File: config.mk
export PLATFORM = sky130hd
export DESIGN_NAME = alu_mult_seq
export DESIGN_NICKNAME = d
export VERILOG_FILES = /design/src/rtl/alu_mult_seq.sv
export SDC_FILE = /design/constraint.sdc
export NUM_CORES = 1
export LEC_CHECK = 0
export CORE_MARGIN = 4
export CORE_UTILIZATION = 48
export DETAILED_ROUTE_END_ITERATION = 8
export PLACE_DENSITY = 0.79
export SLEW_MARGIN = 20
export SYNTH_ARGS = -nofsm -noshare
export SYNTH_HDL_FRONTEND = slang
export SYNTH_SLANG_ARGS = --single-unit
File: constraint.sdc
create_clock -name clock -period 2.7 [get_ports clock]
set_clock_uncertainty 0.2 [all_clocks]
set_input_delay 0.81 -clock clock [delete_from_list [all_inputs] [get_ports clock]]
set_output_delay 0.81 -clock clock [all_outputs]
set_load 0.03 [all_outputs]
File: src/rtl/alu_mult_seq.sv
// Iterative shift-and-add 32x32 multiplier (low 32 bits of the product) that borrows the
// execute-stage ALU for every add and shift, one ALU operation per clock.
module alu_mult_seq #(
  parameter int unsigned EARLY_TERM = 1
) (
  input  logic        clock,
  input  logic        ctrl_reset_n,
  input  logic        ctrl_start,
  input  logic [31:0] data_operandA,
  input  logic [31:0] data_operandB,
  output logic [31:0] data_result,
  output logic        data_resultRDY,
  output logic        busy,
  output logic [31:0] alu_operandA,
  output logic [31:0] alu_operandB,
  output logic [4:0]  alu_opcode,
  output logic [4:0]  alu_shiftamt,
  input  logic [31:0] alu_result
);

  localparam bit EarlyTerm = (EARLY_TERM != 0);
  localparam logic [4:0] OpAdd = 5'b00000;
  localparam logic [4:0] OpSll = 5'b00100;

  typedef enum logic [1:0] {StIdle, StAdd, StShift, StDone} state_e;

  state_e      state_q, state_d;
  logic [31:0] p_q, p_d;
  logic [31:0] m_q, m_d;
  logic [31:0] q_q, q_d;
  logic [5:0]  cnt_q, cnt_d;
  logic [31:0] result_q, result_d;
  logic [31:0] q_shr;
  logic [5:0]  cnt_inc;

  assign q_shr   = q_q >> 1;
  assign cnt_inc = cnt_q + 6'd1;

  always_ff @(posedge clock or negedge ctrl_reset_n) begin
    if (!ctrl_reset_n) begin
      state_q <= StIdle;
    end else begin
      state_q <= state_d;
    end
  end

  always_ff @(posedge clock or negedge ctrl_reset_n) begin
    if (!ctrl_reset_n) begin
      p_q      <= '0;
      m_q      <= '0;
      q_q      <= '0;
      cnt_q    <= '0;
      result_q <= '0;
    end else begin
      p_q      <= p_d;
      m_q      <= m_d;
      q_q      <= q_d;
      cnt_q    <= cnt_d;
      result_q <= result_d;
    end
  end

  always_comb begin
    state_d  = state_q;
    p_d      = p_q;
    m_d      = m_q;
    q_d      = q_q;
    cnt_d    = cnt_q;
    result_d = result_q;
    unique case (state_q)
      StIdle: begin
        if (ctrl_start) begin
          m_d     = data_operandA;
          q_d     = data_operandB;
          p_d     = '0;
          cnt_d   = '0;
          state_d = (EarlyTerm && (data_operandB == '0)) ? StDone : StAdd;
        end
      end
      StAdd: begin
        if (q_q[0]) begin
          p_d = alu_result;
        end
        state_d = StShift;
      end
      StShift: begin
        m_d   = alu_result;
        q_d   = q_shr;
        cnt_d = cnt_inc;
        if ((cnt_inc == 6'd32) || (EarlyTerm && (q_shr == '0))) begin
          state_d = StDone;
        end else begin
          state_d = StAdd;
        end
      end
      StDone: begin
        result_d = p_q;
        state_d  = StIdle;
      end
      default: state_d = StIdle;
    endcase
  end

  // The result is presented straight from P during DONE so it is valid alongside the pulse.
  always_comb begin
    alu_operandA   = '0;
    alu_operandB   = '0;
    alu_opcode     = OpAdd;
    alu_shiftamt   = '0;
    data_resultRDY = 1'b0;
    busy           = (state_q != StIdle);
    data_result    = result_q;
    unique case (state_q)
      StAdd: begin
        alu_operandA = p_q;
        alu_operandB = m_q;
      end
      StShift: begin
        alu_opcode   = OpSll;
        alu_operandA = m_q;
        alu_shiftamt = 5'd1;
      end
      StDone: begin
        data_resultRDY = 1'b1;
        data_result    = p_q;
      end
      default: ;
    endcase
  end

endmodule

Word-level counts from Yosys, hierarchy flattened:

Cells that the tools add are included.

* flip-flop bits (word level): 136
* logic and storage cells: 41

* mux-type cells: 19
* reduce and logical (&&, ||, !) cells: 9
* add/sub/neg operators: 1
* equal/unequal tests: 6

Operators by type and width (count)
* $pmux 32 s2: 4
* $mux 32: 6
* $logic_not 32->1: 2
* $pmux 6 s2: 1
* $pmux 2 s4: 1
* $add 6x1->6 const B: 1
* $eq 6x6->1 const B: 1
* $mux 2: 3
* $mux 6: 1
* $reduce_bool 2->1: 3
* $eq 2x2->1 const B: 2
* $ne 2x2->1 const B: 2
* $mux 3: 1
* $reduce_and 3->1: 1
* $eq 2x1->1 const B: 1
* $logic_not 2->1: 1
* $mux 1: 2
* $reduce_and 2->1: 1
* $logic_or 1x1->1: 1

Longest topological paths before layout:

* word-level depth: 5
* gate-level depth with buffers: 9

Worst setup path after synthesis:

No wires, ideal clock.

* path kind: reg-to-output
* start point: register state_q[0]
* end point: output port alu_operandA[22]
* buffers on the path: 2
* setup slack: -0.254 ns
* stages on the path, launching flop included: 7
* arrival time: 1.944 ns
* cells stage by stage: dfrtp_1 > inv_1 > ha_1 > buf_2 > clkbuf_1 > a22oi_1 > nor2b_1

* word-level cells in the longest chain between the ends: 2
* elaborated cells between the ends (all ways): 3
* those cells by class: eq/ne (2); mux (1)

RTL lines
* start: declaration: RTL line 27 `state_e state_q, state_d;`
* start signal: assignment: RTL line 41 `state_q <= StIdle;`
* start signal: assignment: RTL line 43 `state_q <= state_d;`
* $eq 2x2->1 or $eq 2x1->1 (tied branches): RTL line 113 `unique case (state_q)`
* $pmux 32 s2 *: RTL line 113
* end: declaration: RTL line 14 `output logic [31:0] alu_operandA,`

Mark *: on every way between the ends. The rest lies on a longest branch, timed or not.

Worst setup path after layout:

* start point: register state_q[0]
* end point: output port alu_operandA[23]

The elaborated chain is that of the path after synthesis.

==> flow_summary.json <==
{
  "hold_viol": 0,
  "yosysWarnings": 0,
  "final_cell_mix": "dfrtp_1, nand2_1, clkdlybuf4s50_1",
  "p_per_area_mw_per_mm2": 1193,
  "power.leakage_nw": 4.699,
  "grt_max_degree": 81,
  "finalCritPeriodShare_pct": 107.3,
  "ios": 207,
  "crit_family": "buffers and inverters",
  "drt_pre_antenna_iters": 6,
  "drc_errors": 0,
  "dp_hpwl_mm": 13.68,
  "final_core_util_pct": 77.21,
  "antenna_cells": 0,
  "clockBufferDepth": 2,
  "crit_path_end_kind": "output port",
  "drive_above_1_share_pct": 35.63,
  "cts-hold-fix-buffers": 0,
  "hold_path_class": "input pin to async pin",
  "clk_pin_slew_ns": 0.06,
  "cts_tree": "built",
  "worst_ep_required_time_ns": 1.69,
  "drtIter0Drc": 408,
  "yosys_most_used_dff": "dfrtp_1",
  "insertion_delay_ns": 0.42,
  "grtUsageTotal_pct": 26.84,
  "critPathArrivalTime_ns": 1.89,
  "crit_path_cell_trace": "buf_6 > inv_6 > ha_4 > buf_12 > a22oi_2 > nor2b_1 > buf_4",
  "synth_edf_count": 0,
  "rows": 43,
  "detail_route.vias_per_cell": 5.695,
  "area_growth_pct": 57.00,
  "fmax_mhz": 345.2,
  "routedWlPerCell_um": 21.36,
  "worstPathMaxFanout": 8,
  "yosysSeqAreaShare_pct": 49.66,
  "grt_pass1_vias": 6492,
  "antenna_found_initial": 0,
  "power_frac_seq_pct": 26.9,
  "grt_pass1_wl_mm": 34.30,
  "slowest_stage": "dfrtp_1",
  "post_synth_num_cell_types": 43,
  "stdcell_count": 1109,
  "numCtsBuffers": 17,
  "sw_frac_of_total_pct": 40.14,
  "cts.sinks": 136,
  "gr-total-overflow": 0,
  "pwr-share-comb_pct": 53.6,
  "slowest_delay_ns": 0.42,
  "routed_wl_mm": 23.69,
  "ir_drop_v": 0.0006560,
  "rsz0062_at_grt": "yes",
  "start_util_pct": 49.18,
  "min_period_ns": 2.897,
  "core_sq_mm": 0.01393,
  "switchingPower_mw": 5.152,
  "violations": "setup timing",
  "vias": 6316,
  "port_buffers": 198,
  "antenna_left": 0,
  "gp_congestion": 0.8574,
  "setup_viol": 97,
  "synth-async-reset-ratio_pct": 100.0,
  "drv_cap": 0,
  "dp_cells": 1035,
  "layout.nets": 1022,
  "status": "finished with violations",
  "worst_setup_path_start_kind": "register",
  "rr_endpoint": "p_q[10]",
  "r2r_slack_ns": 0.27,
  "dieArea_sq_mm": 0.01625,
  "die_h_um": 127.5,
  "final_max_slew_viol_count": 0,
  "cts_root_buffer": "clkbuf_16",
  "r2r.worst_path.cells": 9,
  "syn_inst": 686,
  "crit_buf_inv": 4,
  "internal_power_mw": 7.682,
  "synth-seq-cells": 136,
  "r2r-start": "state_q[0]",
  "avgSynthCellArea_sq_um": 9.990,
  "die_w_um": 127.5,
  "netlist_area_sq_mm": 0.006853,
  "final_common_cell": "dfrtp_1",
  "clock_power_share_pct": 19.5,
  "setup_slack_ns": -0.1968,
  "htreeDepth": 4,
  "critPathKind": "register to output port"
}
## worst register-to-register path, stage by stage (launching register included)
cell	delay [ns]
dfrtp_1	0.42
buf_6	0.15
ha_4	0.18
buf_12	0.14
buf_8	0.13
buf_4	0.16
o211ai_4	0.39
buf_12	0.27
nand2_1	0.09
o21ai_0	0.16
## synthesized netlist by cell type (2+ instances only)
library cell	instances	area share, %
mux2i_1	63	9.2
buf_4	10	1.1
buf_1	3	0.16
buf_6	7	1.2
o21ai_0	81	5.9
a22oi_1	32	3.5
ha_1	6	1.1
nor2_1	2	0.11
nand2_1	135	7.4
inv_1	3	0.16
mux2_2	30	4.9
and2_1	32	2.9
dfrtp_1	136	50
nor3_1	4	0.29
nand2b_1	3	0.27
nand4_1	3	0.27
buf_2	17	1.2
o21ai_1	24	1.8
nor4_1	15	1.4
mux2_1	2	0.33
clkbuf_1	21	1.2
nand3_1	5	0.37
nor2b_1	32	2.9
## routing by layer
metal / global-route usage, % / share of wire, %
met3: 6.605 / 7.5
met2: 45.22 / 50
met5: 0 / 0
met4: 9.653 / 3.6
met1: 33.65 / 39
## power by group through the flow
stage	Sequential, mW	Clock (mW)	Combinational (mW)
floorplan	3.16	0	3.44
global placement	3.29	0	5.06
detailed placement	3.35	0	5.21
CTS	3.38	2.50	6.21
global route	3.53	2.62	7.27
finish	3.46	2.50	6.87
## sequential cells by signal, indices dropped and copies added (netlist names)
register and flops:
m_q 32, state_q 2, cnt_q 6, q_q 32
result_q 32, p_q 32
## worst max-delay path by stage
stage                     from          endpoint  slack [ns]  cells past startpoint
floorplan           state_q[0]  alu_operandA[18]        0.07                      5
global placement    state_q[0]   data_result[29]       -0.01                      4
detailed placement  state_q[0]   data_result[29]       -0.06                      4
CTS                 state_q[0]   data_result[11]       -0.20                      4
global route        state_q[0]  alu_operandA[21]       -0.28                      7
finish              state_q[0]  alu_operandA[23]       -0.20                      7
## timing repair
item                       4_1_cts  5_1_grt
pin swaps                        2        6
gates resized for setup        206      123
gates cloned                     8        8
buffers inserted                19       11
setup endpoints to repair       96       98
## kinds of logic after synthesis
logic type	count (synthesis)	share of synthesized area, %
AOI/OAI and AO/OA	146	12.58
xor gates and xnor gates	2	0.2557
adders and majority gates	6	1.095
buffers and inverters	62	5.039
DFF	136	49.66
muxes	95	14.46
other	1	0.05472
and+or+nand+nor	238	16.85
## per-stage QoR
step	setup slack (ns)	setup TNS, ns	hold slack (ns)	instance area, sq um	power [mW]
after detailed placement	-0.05722	-0.9762	0.2663	9039	8.560
after floorplan	0.06586	0	0.2413	6944	6.603
after global routing	-0.2798	-18.70	0.2061	10760	13.41
final	-0.1968	-12.46	0.1814	10760	12.83
after global placement	-0.01016	-0.1363	0.2607	9039	8.356
after CTS	-0.1984	-12.75	0.1941	10430	12.09
## final cells by class
class	count	area, sq um
Timing Repair Buffer	264	2978
Clock inverter	8	142.6
Multi-Input combinational cell	495	3501
Clock buffer	23	488.0
Fill cell	865	3176
Inverter	3	21.27
Tap cell	180	225.2
Sequential cell	136	3403
Note: power is estimated with default switching activity, not from simulation.
==> patch 1 (same settings) <==
Re-encode `state_e` (4 states) as one-hot, 4 bits wide.
--- a/src/rtl/alu_mult_seq.sv
+++ b/src/rtl/alu_mult_seq.sv
@@ -22,7 +22,7 @@
   localparam logic [4:0] OpAdd = 5'b00000;
   localparam logic [4:0] OpSll = 5'b00100;
 
-  typedef enum logic [1:0] {StIdle, StAdd, StShift, StDone} state_e;
+  typedef enum logic [3:0] {StIdle = 4'b0001, StAdd = 4'b0010, StShift = 4'b0100, StDone = 4'b1000} state_e;
 
   state_e      state_q, state_d;
   logic [31:0] p_q, p_d;
Behaviour: no difference found for any inputs over 10 cycles, from zero or initial values and one cycle with ctrl_reset_n low; not proved beyond that.
==> patch 1 against the unedited design <==
- the flow still finishes with violations (negative setup slack)
- critical endpoint is now alu_operandA[24]
- area after synthesis is 2.1% lower
- highest routed layer unchanged
- sequential cell count grew 2
- cell area grew 2.9%
- wire length rose by 7.3%
- worst setup slack got worse by 260 ps
Power is not compared: it rests on default switching activity, and its combinational part moved more than twofold at a synthesized area within 25%.
==> patch 1: results (changes against the unedited design) <==
outcome finished with violations; failing checks negative setup slack; number of port buffers 198 (unchanged); Post-Synth XOR/XNOR Area 0.00131 (-0.00125); placed instance area 8850 sq um (-2.1%); count of unique library cells instantiated by Yosys 37 (-14%); Synth Area in Compound Gates 0.126 (+0.000274); WL/cell 23.1 um (+8.1%); routability congestion estimate 0.884 (+3.1%); post-place setup slack -357 ps (-299 ps); Arr. time, crit path 2140 ps (+250 ps); total detailed-routing wirelength 25.4 mm (+7.3%); Largest stage delay, worst path 570 ps (+150 ps); first-pass GRT wire length 37.2 mm (+8.6%); global-route usage over all layers 0.301 (+0.0326); Max stage delay cell, worst path or4b_4; DP HPWL 13.5 mm (-1.4%); Synth Area in Adders 0.00186 (-0.00909); final setup margin -455 ps (-258 ps); total negative slack -34620 ps (-22160 ps); Final setup viols 98 (+1.0%); post-synthesis mux area share 0.149 (+0.00459); Initial DRC Count 623 (+53%); Area contributors post-synth dfrtp_1 51%, mux2i_1 9.5%, o21ai_0 5.7%; Tmin final 3150 ps (+258 ps); Leak 4.94 nW; HP Class in -> async; Vias/cell 5.82 (+2.1%); commonest cells in the netlist 137 x dfrtp_1, 77 x o21ai_0, 70 x nand2_1; sequential area share after synthesis 0.515 (+0.0183); total iterations of the first detailed-routing run 5 (-1); Placed Cells 1002 (-3.2%); largest net degree at the start of global routing 47 (-42%); share of cells above drive strength 1 0.355 (-0.00170); delay-heaviest family, CP simple AND/OR/NAND/NOR gates; Mapped Avg Cell Area 10.5 sq um (+4.8%)
==> patch 1: worst paths after layout <==
kind	endpoint	cells after the start	slack (ps)	startpoint
setup / recovery	alu_operandA[24]	6	-450	state_q[1]
hold / removal	q_q[26]	1	120	ctrl_reset_n
setup reg to reg	p_q[12]	10	140	state_q[3]
hold reg to reg	result_q[18]	1	300	result_q[18]
max in group asynchronous	q_q[15]	2	1480	ctrl_reset_n
min in group clock	result_q[18]	1	300	result_q[18]
==> patch 1: power by group <==
part / switching [mW] / leakage [nW] / internal [mW]
logic: 1.71 / 2.86 / 1.66
registers: 0.677 / 1.78 / 2.72
clock network: 0.939 / 0.303 / 1.60
==> patch 1: repair_timing <==
action                                  4_1_cts  5_1_grt
setup buffers                                32       25
endpoints found under the setup margin      100       99
cloned                                       16        3
pin swaps                                     8       23
gates resized for setup                     344       74
==> patch 1: cells by family after synthesis <==
kind of cell	after synthesis
and+or+nand+nor	172
AOI/OAI and AO/OA	142
DFF	138
muxes	96
buffers and inverters	90
adders and majority gates	1
other	1
xor gates and xnor gates	1
==> patch 1: layout make-up <==
cell class	count	area [sq um]
clock buffers	19	453
clock inverters	13	190
fillers	717	2380
inverters	34	140
multi-input cells	420	3160
flip-flops and latches	138	3450
well taps	176	220
repair buffers	301	3460
==> patch 1: routing by layer <==
layer | part of all wire | GRT usage
met1 | 0.37 | 0.361
met2 | 0.52 | 0.524
met3 | 0.070 | 0.0758
met4 | 0.038 | 0.111
met5 | 0 | 0
==> patch 2 (same flow settings) <==
Without the edit above. Take the reset off `p_q`, `m_q`, `q_q` and `result_q` and load them in a clocked block of their own.
--- a/src/rtl/alu_mult_seq.sv
+++ b/src/rtl/alu_mult_seq.sv
@@ -46,18 +46,17 @@
 
   always_ff @(posedge clock or negedge ctrl_reset_n) begin
     if (!ctrl_reset_n) begin
-      p_q      <= '0;
-      m_q      <= '0;
-      q_q      <= '0;
       cnt_q    <= '0;
-      result_q <= '0;
     end else begin
-      p_q      <= p_d;
-      m_q      <= m_d;
-      q_q      <= q_d;
       cnt_q    <= cnt_d;
-      result_q <= result_d;
     end
+  end
+
+  always_ff @(posedge clock) begin
+    p_q      <= p_d;
+    m_q      <= m_d;
+    q_q      <= q_d;
+    result_q <= result_d;
   end
 
   always_comb begin
Check against the original RTL: differs if ctrl_reset_n is asserted again (counterexample within 10 cycles, from zero or initial values and one cycle with ctrl_reset_n low); with ctrl_reset_n held inactive, the same outputs for 10 cycles.
==> patch 2 against the unedited design <==
- the run still ends with negative setup slack left
- area after synthesis down 7.0%
- sequential cell count unchanged
- wire length down 17%
- utilization rose by 1.6 points
- global-route usage down 1.8 points
- worst setup slack improved by 1.1 ps
- cell area decreased by 6.0%
- maximum frequency hardly changed
- combinational power is 27% higher
- total power rose by 18%
- via count shrank 24%
- cell count decreased by 19%
- critical endpoint is now alu_operandA[18]
- highest routed layer unchanged
==> patch 2: results (changes against the unedited design) <==
Final setup viols 98 (+1.0%); total iterations of the first detailed-routing run 5 (-1); failing checks negative setup slack; DP HPWL 12.1 mm (-12%); HP Class reg -> reg; Synth Area in Compound Gates 0.0621 (-0.0637); crit path max fanout 5 (-3); met2 usage 0.444 (-0.00839); outcome finished with violations; share of cells above drive strength 1 0.503 (+0.147); EDFF count, synth 96 (+96); met3 wire length 1.21 mm (-32%); P_sw 6.05 mW (+18%); post-synthesis mux area share 0.168 (+0.0233); Post-CTS Setup Inserts 11 (-8); RR Endpoint m_q[10]; Largest stage delay, worst path 370 ps (-50 ps); Vias/cell 5.38 (-5.6%); WHS 277 ps (+95.4 ps); count of unique library cells instantiated by Yosys 37 (-14%); global-route usage over all layers 0.250 (-0.0181); Synth Area in Adders 0.0118 (+0.000828); R2R cell count 10 (+1); Area contributors post-synth edfxtp_1 45%, mux2_2 17%, dfxtp_1 10%; vias in the first global route 4974 (-23%); final setup margin -196 ps (+1.13 ps); peak supply drop 0.000783 V (+19%)
==> patch 2: how the worst max path moves through the flow <==
| stage | slack (ps) | to | from |
|---|---|---|---|
| 4_1_cts | -190 | alu_operandB[18] | state_q[1] |
| 5_1_grt | -290 | alu_operandA[18] | state_q[0] |
| 3_3_place_gp | 6 | data_result[19] | state_q[0] |
| 6_report | -200 | alu_operandA[18] | state_q[0] |
| 3_5_place_dp | -40 | data_result[28] | state_q[1] |
| 2_1_floorplan | 8 | m_q[0] | ctrl_start |
==> patch 2: area by class of cell <==
type,count,area [sq um]
clock inverters,12,83.8
repair buffers,244,2810
multi-input cells,304,2790
flip-flops and latches,136,3720
clock buffers,20,447
fillers,746,2710
well taps,172,215
inverters,7,37.5
==> patch 2: through the flow <==
step	std cells	worst slack (ps)	TNS, ps
final	895	-196	-11380
after global routing	895	-287	-19010
after CTS	891	-190	-14280
after detailed placement	841	-40.2	-652
after global placement	841	6.29	0
after floorplan	488	7.60	0
